$ cat config.mk
export PLATFORM = sky130hd
export DESIGN_NAME = gate_access_ctrl
export DESIGN_NICKNAME = d
export VERILOG_FILES = /design/src/rtl/gate_pkg.sv /design/src/rtl/tick_prescaler.sv /design/src/rtl/gate_access_ctrl.sv
export SDC_FILE = /design/constraint.sdc
export NUM_CORES = 1
export LEC_CHECK = 0
export BUFFER_PORTS_ARGS = -buffer_cell sky130_fd_sc_hd__buf_2
export CORE_MARGIN = 2
export CORE_UTILIZATION = 57
export CTS_BUF_LIST = sky130_fd_sc_hd__clkbuf_4 sky130_fd_sc_hd__clkbuf_8 sky130_fd_sc_hd__clkbuf_16
export CTS_CLUSTER_DIAMETER = 80
export DETAILED_ROUTE_END_ITERATION = 8
export PLACE_DENSITY = 0.8
export SYNTH_ARGS = -nofsm -noshare
export SYNTH_HDL_FRONTEND = slang
export SYNTH_HIERARCHICAL = 1
export SYNTH_SLANG_ARGS = --single-unit
$ cat constraint.sdc
create_clock -name clk -period 4.76 [get_ports clk]
set_clock_uncertainty 0.15 [all_clocks]
set_input_delay 0.238 -clock clk [delete_from_list [all_inputs] [get_ports clk]]
set_output_delay 0.238 -clock clk [all_outputs]
set_load 0.05 [all_outputs]
$ cat src/rtl/gate_pkg.sv
// Shared types and widths for the entrance gate controller.
// State encoding plus digit, code and countdown widths.
package gate_pkg;

    localparam int DIGIT_W = 4;
    localparam int CODE_W  = 16;
    localparam int CNT_W   = 6;
    localparam int DCNT_W  = 3;

    typedef enum logic [2:0] {
        IDLE,
        ENTRY,
        CHECK,
        OPEN,
        LOCKOUT
    } gate_state_e;

endpackage

$ cat src/rtl/tick_prescaler.sv
// Free-running tick divider with clear and hold.
// tick is high while the counter sits on its last value.
module tick_prescaler #(
    parameter int TICK_DIV = 100000
) (
    input  logic clk,
    input  logic reset,
    input  logic clear,
    input  logic hold,
    output logic tick
);

    localparam int W = (TICK_DIV > 1) ? $clog2(TICK_DIV) : 1;
    localparam logic [W-1:0] LAST = W'(TICK_DIV - 1);

    logic [W-1:0] cnt_q;
    logic [W-1:0] cnt_d;

    always_comb begin
        cnt_d = cnt_q;
        if (clear) begin
            cnt_d = '0;
        end else if (!hold) begin
            cnt_d = (cnt_q == LAST) ? '0 : cnt_q + 1'b1;
        end
    end

    assign tick = (cnt_q == LAST);

    always_ff @(posedge clk) begin
        if (reset) begin
            cnt_q <= '0;
        end else begin
            cnt_q <= cnt_d;
        end
    end

endmodule

$ cat src/rtl/gate_access_ctrl.sv
// Keypad-driven gate sequencer: code entry, timed open window,
// gateway-occupied extension and wrong-code lockout.
module gate_access_ctrl
    import gate_pkg::*;
#(
    parameter logic [15:0] PASS_CODE   = 16'hA5C3,
    parameter int          TICK_DIV    = 100000,
    parameter int          OPEN_TICKS  = 10,
    parameter int          LOCK_TICKS  = 30,
    parameter int          MAX_FAILS   = 3,
    parameter int          ENTRY_TICKS = 5
) (
    input  logic               clk,
    input  logic               reset,
    input  logic               key_valid,
    input  logic [DIGIT_W-1:0] key_digit,
    input  logic               ir_gate,
    output logic               gate_open,
    output logic               corridor_light,
    output logic               locked,
    output logic [CNT_W-1:0]   seconds_remaining,
    output logic [DCNT_W-1:0]  digits_entered,
    output logic [1:0]         fail_count
);

    localparam logic [CNT_W-1:0] OPEN_CNT  = CNT_W'(OPEN_TICKS);
    localparam logic [CNT_W-1:0] LOCK_CNT  = CNT_W'(LOCK_TICKS);
    localparam logic [CNT_W-1:0] ENTRY_CNT = CNT_W'(ENTRY_TICKS);
    localparam logic [1:0]       FAIL_LAST = 2'(MAX_FAILS - 1);

    gate_state_e         state_q;
    logic [CODE_W-1:0]   code_q;
    logic [DCNT_W-1:0]   digits_q;
    logic [1:0]          fails_q;
    logic [CNT_W-1:0]    cnt_q;
    logic [CNT_W-1:0]    sec_q;
    logic                gate_q;
    logic                light_q;
    logic                lock_q;

    logic key_acc;
    logic hold;
    logic clear;
    logic tick;
    logic tick_en;

    assign key_acc = key_valid && (state_q == IDLE || state_q == ENTRY);
    assign hold    = (state_q == OPEN) && ir_gate;
    // IDLE and CHECK always leave via a fresh window, so keep it zeroed there
    assign clear   = key_acc || state_q == IDLE || state_q == CHECK;
    assign tick_en = tick && !hold;

    tick_prescaler #(
        .TICK_DIV(TICK_DIV)
    ) u_presc (
        .clk  (clk),
        .reset(reset),
        .clear(clear),
        .hold (hold),
        .tick (tick)
    );

    always_ff @(posedge clk) begin
        if (reset) begin
            state_q  <= IDLE;
            code_q   <= '0;
            digits_q <= '0;
            fails_q  <= '0;
            cnt_q    <= '0;
            sec_q    <= '0;
            gate_q   <= 1'b0;
            light_q  <= 1'b0;
            lock_q   <= 1'b0;
        end else begin
            unique case (state_q)
                IDLE: begin
                    if (key_valid) begin
                        code_q   <= {code_q[11:0], key_digit};
                        digits_q <= 3'd1;
                        cnt_q    <= ENTRY_CNT;
                        sec_q    <= ENTRY_CNT;
                        light_q  <= 1'b1;
                        state_q  <= ENTRY;
                    end
                end
                ENTRY: begin
                    if (key_valid) begin
                        code_q <= {code_q[11:0], key_digit};
                        if (digits_q == 3'd3) begin
                            digits_q <= 3'd4;
                            cnt_q    <= '0;
                            sec_q    <= '0;
                            state_q  <= CHECK;
                        end else begin
                            digits_q <= digits_q + 3'd1;
                            cnt_q    <= ENTRY_CNT;
                            sec_q    <= ENTRY_CNT;
                        end
                    end else if (tick_en) begin
                        if (cnt_q == 6'd1) begin
                            code_q   <= '0;
                            digits_q <= '0;
                            cnt_q    <= '0;
                            sec_q    <= '0;
                            light_q  <= 1'b0;
                            state_q  <= IDLE;
                        end else begin
                            cnt_q <= cnt_q - 6'd1;
                            sec_q <= cnt_q - 6'd1;
                        end
                    end
                end
                CHECK: begin
                    digits_q <= '0;
                    code_q   <= '0;
                    if (code_q == PASS_CODE) begin
                        fails_q <= '0;
                        cnt_q   <= OPEN_CNT;
                        sec_q   <= OPEN_CNT;
                        gate_q  <= 1'b1;
                        state_q <= OPEN;
                    end else if (fails_q == FAIL_LAST) begin
                        cnt_q   <= LOCK_CNT;
                        sec_q   <= LOCK_CNT;
                        lock_q  <= 1'b1;
                        light_q <= 1'b0;
                        state_q <= LOCKOUT;
                    end else begin
                        fails_q <= fails_q + 2'd1;
                        light_q <= 1'b0;
                        state_q <= IDLE;
                    end
                end
                OPEN: begin
                    if (tick_en) begin
                        if (cnt_q == 6'd1) begin
                            cnt_q   <= '0;
                            sec_q   <= '0;
                            gate_q  <= 1'b0;
                            light_q <= 1'b0;
                            state_q <= IDLE;
                        end else begin
                            cnt_q <= cnt_q - 6'd1;
                            sec_q <= cnt_q - 6'd1;
                        end
                    end
                end
                LOCKOUT: begin
                    if (tick_en) begin
                        if (cnt_q == 6'd1) begin
                            cnt_q   <= '0;
                            sec_q   <= '0;
                            fails_q <= '0;
                            lock_q  <= 1'b0;
                            state_q <= IDLE;
                        end else begin
                            cnt_q <= cnt_q - 6'd1;
                            sec_q <= cnt_q - 6'd1;
                        end
                    end
                end
                default: state_q <= IDLE;
            endcase
        end
    end

    assign gate_open         = gate_q;
    assign corridor_light    = light_q;
    assign locked            = lock_q;
    assign seconds_remaining = sec_q;
    assign digits_entered    = digits_q;
    assign fail_count        = fails_q;

endmodule

==> metrics.md, run 1 <==
| Metric | Value |
|---|---|
| P&R area growth vs syn | `6.589%` |
| Share of layout cells above drive strength 1 | `16.16%` |
| Critical Path RT | `4.79 ns` |
| Die Wd | `76.55 um` |
| Reg clk slew, reported paths | `0.10 ns` |
| Die area | `5860 um^2` |
| GRT Overall Usage | `22.40%` |
| Most area-consuming cells after synthesis | `dfxtp_1, a21oi_1, nand2_1` |
| Port bufs | `21` |
| Area leader, netlist | `dfxtp_1` |
| Delay-heaviest family, CP | `simple AND/OR/NAND/NOR gates` |
| Slowest stage delay, CP | `0.53 ns` |
| P per Cell Area | `288.0 nW/um^2` |
| Iteration-0 DRC Markers | `227` |
| Relative slew slack | `29.63%` |
| Worst-path cell chain | `nor4b_2 > nand3_2 > nor2_1 > nand4_4 > o31a_1 > nor4_2 > nor3_2` |
| Cts bufs inserted | `5` |
| Via count | `2654` |
| Final WS setup | `1.906 ns` |
| CTS tree | `yes` |
| Synth warn | `6` |
| Post-synth EDFFs | `0` |
| Critical path data arrival time | `2.88 ns` |
| Main synth FF type | `dfxtp_1` |
| Final setup fails | `0` |
| Worst Setup End Kind | `register` |
| Clock sink total | `56` |
| # fillers | `471` |
| DRT Pass-1 Iters | `5` |
| Post-Synthesis Cell Area | `3000 um^2` |
| DRT antenna net count | `0` |
| DP HPWL | `4503 um` |
| CTS root buf | `clkbuf_8` |
| Syn avg cell area | `8.647 um^2` |
| Wire per inst | `15.31 um` |
| Worst hold path stage count | `3` |
| Count of final hold-check violations | `0` |
| Crit path buffers/inverters | `0` |
| Final WL | `6570 um` |
| Maximum VDD drop | `0.1645 mV` |
| Initial antenna violation count | `0` |
| Initial core utilization | `58.75%` |
| Antenna fix cells | `0` |
| Post-CTS Setup Bufs | `0` |
| Max cap viols | `0` |
| Clk_lat worst skew | `0.31 ns` |
| Slew Viols, Final | `0` |
| Largest net degree at the start of global routing | `34` |
| Final TNS setup | `0 ns` |
| Final Cycle Share | `59.95%` |
| Combined area of the multi-input logic cells | `1739 um^2` |
| CP Class | `register to register` |
| Netlist cell types | `71` |
| CP max stage cell | `o31a_1` |
| Routability-driven placement congestion ratio | `0.9030` |
| Reg area | `1121 um^2` |
| Post-Syn Instances | `347` |
| First-pass GRT wire length | `10800 um` |
| Syn_nets | `361` |
| RSZ-0062 raised after global routing | `false` |
| LEAKAGE | `1.146 nW` |
| Power Total | `0.9209 mW` |
| Fmax | `350.4 MHz` |
| Clock Tree Buf Depth | `2` |
| Post-synthesis sequential area ratio | `37.36%` |
| Outcome | `completed` |
| Core Region | `5107 um^2` |
| Hold Path Class | `primary input to register` |
| R2r worst-path depth | `7` |
| # nets final | `372` |
| Crit start category | `register` |
| DRC Markers | `0` |
| Via-to-Cell Ratio | `6.186` |
| Worst-margin pin slew | `1.053 ns` |
| Die Ht | `76.55 um` |
| H-Tree Depth | `2` |
| FFs w/ async S/R, synth | `0%` |
| Crit path depth | `7` |
| Gates resized, CTS repair | `0` |
| Ports | `22` |
| Yosys reg bits | `56` |
| DP Worst Slack | `1.977 ns` |
| Crit path time final | `2.854 ns` |
| Crit-path max FO | `19` |
| Number of global-route vias before repair | `2372` |
| Rows | `26` |
| GRT overflow | `0` |
| CTS Hold Buffers Added | `0` |
| Post-synth top area share | `37.36%` |
## metrics by stage
| step | area [um^2] | util, % | hold slack (ns) | cells |
|---|---|---|---|---|
| after floorplan | 3000 | - | 0.2399 | 347 |
| after global placement | 3087 | 60.44 | 0.2876 | 421 |
| after detailed placement | 3087 | 60.44 | 0.2895 | 421 |
| after CTS | 3198 | 62.62 | 0.01763 | 429 |
| after global routing | 3198 | 62.62 | 0.01837 | 429 |
| final | 3198 | 62.62 | 0.02392 | 429 |
## synth_stat cells (5+ instances only)
cell type,n
o21ai_0,9
nor3_1,5
nor2b_1,5
nor4_1,6
nand2_1,32
buf_2,6
nand3_1,23
dfxtp_1,56
inv_1,8
ha_1,6
xnor2_1,10
a21oi_1,31
xor2_1,9
nor2_2,10
nor2_1,28
nand4_1,9
## power by group
part           internal (mW)  total (mW)  switching (mW)
Combinational         0.0372       0.114          0.0773
Sequential             0.480       0.494          0.0140
Clock                  0.156       0.312           0.157
## state kept, by name (all words and copies together) (netlist names), 2 cells and up
name / cells
state_q: 3
code_q: 16
seconds_remaining: 6
cnt_q: 6
digits_entered: 3
fail_count: 2
u_presc/cnt_q: 17
## logic make-up (layout without fill, tap and decap cells)
group,Yosys count,count (layout),synth area share (%)
DFF,56,56,37.36
muxes,3,3,1.043
and+or+nand+nor,159,159,31.03
adders and majority gates,6,6,2.502
AOI/OAI and AO/OA,78,78,17.85
xor gates and xnor gates,19,19,5.546
buffers and inverters,26,38,4.670
## final cells by class
class	instances	share of cell area, %
Inverter	9	1.056
Sequential cell	56	35.05
Clock buffer	5	2.152
Timing Repair Buffer	21	3.286
Multi-Input combinational cell	265	54.38
Tap cell	70	2.739
Clock inverter	3	1.330
## path summary, 6_finish.rpt
kind                                      from  slack (ns)                                end
max              u_presc/cnt_q[8]$_SDFFE_PP0N_        1.91     digits_entered[0]$_SDFFE_PP0P_
min                               key_digit[1]        0.02             code_q[1]$_SDFFE_PP0P_
max reg2reg      u_presc/cnt_q[8]$_SDFFE_PP0N_        1.91     digits_entered[0]$_SDFFE_PP0P_
min reg2reg  seconds_remaining[1]$_SDFFE_PP0P_        0.31  seconds_remaining[1]$_SDFFE_PP0P_
## cell usage in the layout, fill, tap and decap left out, types with 3 or more instances in the layout
master | Yosys | final
nor2b_1 | 5 | 5
and2_1 | 3 | 3
nor4_1 | 6 | 6
a21o_1 | 4 | 4
dfxtp_1 | 56 | 56
nor3_1 | 5 | 5
nor2_1 | 28 | 28
a21oi_1 | 31 | 31
xnor2_1 | 10 | 10
nor3b_1 | 3 | 3
nor2_2 | 10 | 10
nand2b_1 | 4 | 4
or3_1 | 4 | 4
xor2_1 | 9 | 9
nand3_1 | 23 | 23
o21ai_0 | 9 | 9
ha_1 | 6 | 6
nand4_1 | 9 | 9
inv_1 | 8 | 8
and3_1 | 3 | 3
buf_2 | 6 | 21
o21ai_1 | 3 | 3
nand2_1 | 32 | 32
clkbuf_8 | 0 | 5
and4b_1 | 3 | 3
## tightest hold or removal path: stages
cell     delay, ns
buf_2         0.09
nand3_1       0.05
a21oi_1       0.06
## per-layer routing
metal | global-route usage [%] | routed length [um] | up-vias | share of wire, %
met2 | 38.14 | 3233 | 83 | 49
met3 | 4.265 | 331 | 8 | 5.0
met4 | 7.818 | 86 | 0 | 1.3
li1 | - | - | 1279 | -
met5 | 0 | 0 | - | 0
met1 | 28.39 | 2919 | 1284 | 44
(Power assumes the default switching activity.)
==> run 2: changes to the inputs <==
--- a/config.mk
+++ b/config.mk
@@ -5,13 +5,14 @@
 export SDC_FILE = /design/constraint.sdc
 export NUM_CORES = 1
 export LEC_CHECK = 0
+export ABC_AREA = 1
 export BUFFER_PORTS_ARGS = -buffer_cell sky130_fd_sc_hd__buf_2
 export CORE_MARGIN = 2
-export CORE_UTILIZATION = 57
+export CORE_UTILIZATION = 54
 export CTS_BUF_LIST = sky130_fd_sc_hd__clkbuf_4 sky130_fd_sc_hd__clkbuf_8 sky130_fd_sc_hd__clkbuf_16
 export CTS_CLUSTER_DIAMETER = 80
 export DETAILED_ROUTE_END_ITERATION = 8
-export PLACE_DENSITY = 0.8
+export PLACE_DENSITY = 0.79
 export SYNTH_ARGS = -nofsm -noshare
 export SYNTH_HDL_FRONTEND = slang
 export SYNTH_HIERARCHICAL = 1
==> constraint.sdc (replaced) <==
create_clock -name clk -period 2.4 [get_ports clk]
set_clock_uncertainty 0.15 [all_clocks]
set_input_delay 0.12 -clock clk [delete_from_list [all_inputs] [get_ports clk]]
set_output_delay 0.12 -clock clk [all_outputs]
set_load 0.05 [all_outputs]
==> run 2 against run 1 <==
- utilization shrank 1.0 points
- largest cell class unchanged
- non-clock buffer count is 8 higher
- design area grew 6.7%
- count of clock-buffer cells in the layout is the same
- critical endpoint is now code_q[12]$_SDFFE_PP0P_
- largest power group unchanged
==> metrics.md, run 2 <==
| Metric | Value |
|---|---|
| P per Cell Area | `595.8 nW/um^2 (+110%)` |
| Max cap viols | `0 (unchanged)` |
| Final WL | `6912 um (+5.2%)` |
| CTS root buf | `clkbuf_8` |
| H-Tree Depth | `2 (unchanged)` |
| R2r worst-path depth | `9 (+2)` |
| Fmax | `442.5 MHz (+26%)` |
| Worst-margin pin slew | `0.4923 ns (-0.5611 ns)` |
| Main synth FF type | `dfxtp_1` |
| Final TNS setup | `0 ns (unchanged)` |
| Syn_nets | `484 (+34%)` |
| Iteration-0 DRC Markers | `212 (-6.6%)` |
| Post-route cell area | `3413 um^2 (+6.7%)` |
| Synth Area in Compound Gates | `9.285% (-8.6 points)` |
| Ports | `22 (unchanged)` |
| P&R area growth vs syn | `10.13%` |
| Critical path data arrival time | `2.35 ns (-0.53 ns)` |
| Post-synth EDFFs | `0 (unchanged)` |
| Final setup fails | `0 (unchanged)` |
| Synth warn | `6 (unchanged)` |
| Placed cell area | `3234 um^2 (+4.8%)` |
| DRT Pass-1 Iters | `4 (-1)` |
| Wire per inst | `12.17 um (-21%)` |
| GRT overflow | `0 (unchanged)` |
| Synth Area in Simple Gates | `39.20% (+8.2 points)` |
| Max reg flops | `17 (unchanged)` |
| GRT busiest layer | `met2` |
| Most common cell after layout, fill and taps aside | `nand2_1` |
| Core Region | `5540 um^2 (+8.5%)` |
| Slew Viols, Final | `0 (unchanged)` |
| Worst hold path stage count | `2 (-1)` |
| GRT Overall Usage | `22.71% (+0.31 points)` |
| Netlist cell types | `34 (-52%)` |
| DRT antenna net count | `0 (unchanged)` |
| Critical Path RT | `2.49 ns (-2.30 ns)` |
| Top flop regs | `u_presc/cnt_q: 17 flops, code_q: 16 flops` |
| Number of global-route vias before repair | `2686 (+13%)` |
| DP HPWL | `5020 um (+11%)` |
| DP Worst Slack | `-0.01551 ns (-1.992 ns)` |
| First-pass GRT wire length | `11630 um (+7.7%)` |
| Via-to-Cell Ratio | `5.224 (-16%)` |
| Die Ht | `79.76 um (+4.2%)` |
| Multiplexer area fraction after synthesis | `0.3230% (-0.72 points)` |
| Post-Layout Cell Count | `568 (+32%)` |
| Antenna fix cells | `0 (unchanged)` |
| Count of final hold-check violations | `0 (unchanged)` |
| Clock Tree Buf Depth | `2 (unchanged)` |
| Share of layout cells above drive strength 1 | `12.70% (-3.5 points)` |
| Most area-consuming cells after synthesis | `dfxtp_1, nand2_1, nand3_1` |
| # fillers | `533 (+13%)` |
| Post-synthesis sequential area ratio | `36.17% (-1.2 points)` |
| Met3 Usage GRT | `4.299% (+0.033 points)` |
| Crit start category | `register` |
| Biggest register | `u_presc/cnt_q` |
| CTS tree | `yes` |
| Worst r2r src | `u_presc/cnt_q[0]$_SDFFE_PP0N_` |
| GR Layer Usage met1 | `29.10% (+0.71 points)` |
| Final WS setup | `0.1403 ns (-1.766 ns)` |
| Die area | `6362 um^2 (+8.6%)` |
| Relative slew slack | `67.10% (+37 points)` |
| Final Cycle Share | `94.15% (+34 points)` |
| Crit-path max FO | `17 (-2)` |
| XOR/XNOR Fraction of Synth Area | `2.543% (-3.0 points)` |
| DRC Markers | `0 (unchanged)` |
| Clock sink total | `56 (unchanged)` |
| Crit Reg-Reg Endpoint | `code_q[12]$_SDFFE_PP0P_` |
| Port bufs | `21 (unchanged)` |
| Initial antenna violation count | `0 (unchanged)` |
| Commonest cells after routing, fill and taps aside | `nand2_1, dfxtp_1, inv_1` |
| Yosys reg bits | `56 (unchanged)` |
| Routability-driven placement congestion ratio | `0.8673 (-4.0%)` |
| LEAKAGE | `1.431 nW (+25%)` |
| Cells after DPL | `556 (+32%)` |
| Main combinational cell family by area after synthesis | `simple AND/OR/NAND/NOR gates` |
| Post-synth top area share | `36.17% (-1.2 points)` |
| Cell with the most instances after synthesis | `nand2_1` |
| Initial core utilization | `55.94% (-2.8 points)` |
| Syn avg cell area | `6.594 um^2 (-24%)` |
| Rows | `27 (+3.8%)` |
| Synth top cells by count | `nand2_1, dfxtp_1, inv_1` |
| RSZ-0062 raised after global routing | `true` |
| Reg-to-reg slack, setup | `0.14 ns (-1.77 ns)` |
| Reg clk slew, reported paths | `0.10 ns (about the same)` |
| CP Class | `register to register` |
| Post-Synthesis Cell Area | `3099 um^2 (+3.3%)` |
| GR Util met2 | `37.31% (-0.83 points)` |
| Die Wd | `79.76 um (+4.2%)` |
| FFs w/ async S/R, synth | `0% (unchanged)` |
| Worst Setup End Kind | `register` |
| Cts bufs inserted | `5 (unchanged)` |
| Outcome | `completed` |
| Hold Path Origin | `reset` |
| Area share of fa/ha/maj cells after synthesis | `2.422% (-0.080 points)` |
| # nets final | `509 (+37%)` |
| Hold Path Class | `primary input to register` |
| Largest net degree at the start of global routing | `20 (-41%)` |
| Area leader, netlist | `dfxtp_1` |
| Maximum VDD drop | `0.5603 mV (+240%)` |
| Clk_lat worst skew | `0.31 ns (about the same)` |
| Crit path time final | `2.260 ns (-0.5941 ns)` |
| Hold EP | `cnt_q[4]$_SDFFE_PP0P_` |
| Via count | `2967 (+12%)` |
| Post-Syn Instances | `470 (+35%)` |
## run 2: cell families after synthesis
logic type	Yosys count
adder cells (fa/ha/maj)	6
buffers and inverters	70
AND/OR/NAND/NOR	274
flip-flops	56
multiplexers	1
XOR/XNOR	9
AO/OA/AOI/OAI	54
## run 2: worst max-delay path: stages, from the launching register on
cell	delay [ns]
dfxtp_1	0.42
ha_1	0.25
nand3_1	0.20
nor4b_4	0.39
nand3_2	0.20
nand2_2	0.10
nand2_2	0.06
clkinv_2	0.17
nand3_1	0.10
a21oi_1	0.15
## run 2: how the worst max path moves through the flow
stage                                               from                             end  slack [ns]  cells after the start
after CTS                  u_presc/cnt_q[0]$_SDFFE_PP0N_         code_q[12]$_SDFFE_PP0P_        0.11                      9
after floorplan            u_presc/cnt_q[0]$_SDFFE_PP0N_  digits_entered[0]$_SDFFE_PP0P_        0.30                     10
after detailed placement   u_presc/cnt_q[0]$_SDFFE_PP0N_         code_q[12]$_SDFFE_PP0P_       -0.02                      9
after global routing       u_presc/cnt_q[0]$_SDFFE_PP0N_         code_q[13]$_SDFFE_PP0P_       -0.02                      9
final                      u_presc/cnt_q[0]$_SDFFE_PP0N_         code_q[12]$_SDFFE_PP0P_        0.14                      9
after global placement    u_presc/cnt_q[10]$_SDFFE_PP0N_         code_q[12]$_SDFFE_PP0P_        0.09                      9
## run 2: what timing repair did
action                                 4_1_cts  5_1_grt
resized for setup                            1        4
endpoints found under the hold margin        4        0
hold buffers                                 4        0
setup endpoints to repair                   26       27
setup buffers                                0        0
cloned                                       0        0
## run 2: report_power, final
group / internal [mW] / switching [mW]
Combinational: 0.119 / 0.281
Clock: 0.315 / 0.313
Sequential: 0.969 / 0.0376
## run 2: layout make-up
| cell class | count | area [um^2] | area share (%) |
|---|---|---|---|
| inverters | 59 | 222.7 | 6.525 |
| well taps | 72 | 90.09 | 2.639 |
| flip-flops and latches | 56 | 1121 | 32.84 |
| clock inverters | 3 | 46.29 | 1.356 |
| clock buffers | 5 | 68.82 | 2.016 |
| multi-input cells | 344 | 1689 | 49.49 |
| repair buffers | 29 | 175.2 | 5.132 |
## run 2: routing by layer
metal,vias up,part of all wire (%)
li1,1532,-
met1,1341,46
met2,77,47
met3,17,4.3
met4,0,2.7
met5,-,0
## run 2: stage by stage
step	power, mW	util [%]	hold slack (ns)
5_1_grt	2.145	61.61	0.04372
2_1_floorplan	1.352	-	0.1300
3_5_place_dp	1.418	58.38	0.2476
4_1_cts	2.052	61.29	0.03765
6_report	2.034	61.61	0.05526
3_3_place_gp	1.404	58.38	0.2411
==> run 3: changes to the inputs <==
--- a/config.mk
+++ b/config.mk
@@ -12,7 +12,7 @@
 export CTS_BUF_LIST = sky130_fd_sc_hd__clkbuf_4 sky130_fd_sc_hd__clkbuf_8 sky130_fd_sc_hd__clkbuf_16
 export CTS_CLUSTER_DIAMETER = 80
 export DETAILED_ROUTE_END_ITERATION = 8
-export PLACE_DENSITY = 0.79
+export PLACE_DENSITY = 0.86
 export SYNTH_ARGS = -nofsm -noshare
 export SYNTH_HDL_FRONTEND = slang
 export SYNTH_HIERARCHICAL = 1
==> run 3 against run 2 <==
- register-to-register slack improved by 0.02 ns
- worst setup slack improved by 0.024 ns
- critical path type unchanged
- critical endpoint is now code_q[9]$_SDFFE_PP0P_
- clock power decreased by 11%
==> metrics.md, run 3 (synthesis gave the netlist of run 2 again) <==
| Metric | Value |
|---|---|
| Rows | `27 (unchanged)` |
| LEAKAGE | `1.424 nW (-0.48%)` |
| Cts bufs inserted | `5 (unchanged)` |
| Final Cycle Share | `93.13% (-1.0 points)` |
| Number of global-route vias before repair | `2714 (+1.0%)` |
| CP max stage cell | `dfxtp_1` |
| Commonest cells after routing, fill and taps aside | `nand2_1, dfxtp_1, inv_1` |
| Post-CTS Setup Bufs | `0 (unchanged)` |
| Worst r2r src | `u_presc/cnt_q[0]$_SDFFE_PP0N_` |
| Post-route cell area | `3391 um^2 (-0.66%)` |
| R2r worst-path depth | `9 (unchanged)` |
| Pint | `1.335 mW (-4.8%)` |
| Iteration-0 DRC Markers | `254 (+20%)` |
| Final hold slack | `0.08254 ns (+0.02728 ns)` |
| Critical path data arrival time | `2.33 ns (-0.02 ns)` |
| Util after Layout | `61.20% (-0.41 points)` |
| Hold Path Class | `primary input to register` |
| Antenna fix cells | `0 (unchanged)` |
| Reg power frac | `51.4% (+1.9 points)` |
| Clk_lat worst skew | `0.31 ns (about the same)` |
| Die Wd | `79.76 um (unchanged)` |
| Critical Path RT | `2.49 ns (about the same)` |
| DRT antenna net count | `0 (unchanged)` |
| Worst hold path stage count | `3 (+1)` |
| Via-to-Cell Ratio | `5.305 (+1.6%)` |
| DP HPWL | `4983 um (-0.73%)` |
| Top flop regs | `u_presc/cnt_q: 17 flops, code_q: 16 flops` |
| Crit start category | `register` |
| Crit path buffers/inverters | `1 (unchanged)` |
| Worst-path cell chain | `ha_1 > nand3_1 > nor4b_4 > nand3_2 > nand2_2 > nand2_2 > clkinv_2 > nand3_1 > a21oi_1` |
| Count of final hold-check violations | `0 (unchanged)` |
| Biggest register | `u_presc/cnt_q` |
| Delay-heaviest family, CP | `simple AND/OR/NAND/NOR gates` |
| H-Tree Depth | `2 (unchanged)` |
| Reg clk slew, reported paths | `0.10 ns (about the same)` |
| Routability-driven placement congestion ratio | `0.9212 (+6.2%)` |
| Final WL | `6859 um (-0.77%)` |
| Maximum VDD drop | `0.4346 mV (-22%)` |
| Max reg flops | `17 (unchanged)` |
| Clock Tree Buf Depth | `2 (unchanged)` |
| Via count | `3013 (+1.6%)` |
| Power Total | `1.962 mW (-3.5%)` |
| Ports | `22 (unchanged)` |
| Crit-path max FO | `17 (unchanged)` |
| DP Worst Slack | `-0.04706 ns (-0.03155 ns)` |
| Worst Setup End Kind | `register` |
| Crit path time final | `2.235 ns (-0.02446 ns)` |
| Wire per inst | `12.08 um (-0.77%)` |
| Max cap viols | `0 (unchanged)` |
| Crit Reg-Reg Endpoint | `code_q[9]$_SDFFE_PP0P_` |
| Die Ht | `79.76 um (unchanged)` |
| Slowest stage delay, CP | `0.40 ns (-0.02 ns)` |
| Switching share of power | `31.96% (+0.93 points)` |
| Relative slew slack | `64.72% (-2.4 points)` |
| GRT overflow | `0 (unchanged)` |
| CP Class | `register to register` |
| Placed cell area | `3234 um^2 (unchanged)` |
| # fillers | `495 (-7.1%)` |
| Port bufs | `21 (unchanged)` |
| Most common cell after layout, fill and taps aside | `nand2_1` |
| Share of layout cells above drive strength 1 | `12.50% (-0.20 points)` |
| Worst-margin pin slew | `0.5279 ns (+0.03564 ns)` |
| Initial antenna violation count | `0 (unchanged)` |
| CTS root buf | `clkbuf_8` |
| P&R area growth vs syn | `9.406%` |
| # nets final | `509 (unchanged)` |
| Outcome | `completed` |
| Slew Viols, Final | `0 (unchanged)` |
| Hold Path Origin | `key_valid` |
| Gate power share | `20.1% (+0.5 points)` |
| P per Cell Area | `578.6 nW/um^2 (-2.9%)` |
| Combined area of the multi-input logic cells | `1684 um^2 (-0.30%)` |
| Core Region | `5540 um^2 (unchanged)` |
| Die area | `6362 um^2 (unchanged)` |
| RSZ-0062 raised after global routing | `false` |
| GRT Overall Usage | `22.75% (+0.041 points)` |
| Initial core utilization | `55.94% (unchanged)` |
| Final setup fails | `0 (unchanged)` |
| Hold EP | `state_q[1]$_SDFFE_PP0P_` |
| Largest net degree at the start of global routing | `29 (+45%)` |
| Clock network fraction of design power | `28.5% (-2.3 points)` |
| Fmax | `447.4 MHz (+1.1%)` |
| Clock sink total | `56 (unchanged)` |
| DRT Pass-1 Iters | `5 (+1)` |
| Reg-to-reg slack, setup | `0.16 ns (+0.02 ns)` |
| Reg area | `1121 um^2 (unchanged)` |
| Final WS setup | `0.1648 ns (+0.02446 ns)` |
| DRC Markers | `0 (unchanged)` |
| Net Switching | `0.6270 mW (-0.64%)` |
| First-pass GRT wire length | `11520 um (-0.95%)` |
| CTS tree | `yes` |
-- run 3: cell type report --
class | count | area share, %
Clock buffer | 7 | 2.657
Tap cell | 72 | 2.657
Multi-Input combinational cell | 344 | 49.67
Clock inverter | 1 | 0.2214
Inverter | 59 | 6.568
Timing Repair Buffer | 29 | 5.166
Sequential cell | 56 | 33.06
-- run 3: worst max path at each step --
stage	slack [ns]	start	end	cells past startpoint
finish	0.16	u_presc/cnt_q[0]$_SDFFE_PP0N_	code_q[9]$_SDFFE_PP0P_	9
global route	0.02	u_presc/cnt_q[0]$_SDFFE_PP0N_	code_q[9]$_SDFFE_PP0P_	9
CTS	0.09	u_presc/cnt_q[0]$_SDFFE_PP0N_	code_q[9]$_SDFFE_PP0P_	9
detailed placement	-0.05	u_presc/cnt_q[0]$_SDFFE_PP0N_	code_q[9]$_SDFFE_PP0P_	9
global placement	0.07	u_presc/cnt_q[0]$_SDFFE_PP0N_	code_q[9]$_SDFFE_PP0P_	9
floorplan	0.30	u_presc/cnt_q[0]$_SDFFE_PP0N_	digits_entered[0]$_SDFFE_PP0P_	10
-- run 3: repair_timing --
item,in CTS,in global routing
hold buffers,4,0
endpoints found under the hold margin,4,0
endpoints found under the setup margin,28,28
pin swaps,0,2
resized for setup,1,3
-- run 3: layer usage --
layer  track usage (%)  wire, um
met1             28.47      3018
met2             38.57      3430
met3             4.072       309
met4             9.322       101
met5                 0         0
-- run 3: through the flow --
stage,cells,setup TNS (ns)
global route,568,0
finish,568,0
CTS,568,0
detailed placement,556,-0.3043
global placement,556,0
floorplan,470,0
-- run 3: power groups by stage --
stage          Clock [mW]  Combinational, mW  Sequential [mW]
2_1_floorplan           0              0.285             1.07
3_3_place_gp            0              0.378             1.03
3_5_place_dp            0              0.385             1.03
4_1_cts             0.572              0.393             1.01
5_1_grt             0.598              0.443             1.01
6_report            0.558              0.395             1.01
-- run 3: tightest hold or removal path, delay by kind of cell --
family | cells | cell delay (ns)
and+or+nand+nor | 1 | 0.17
buffers and inverters | 1 | 0.12
AOI/OAI and AO/OA | 1 | 0.10
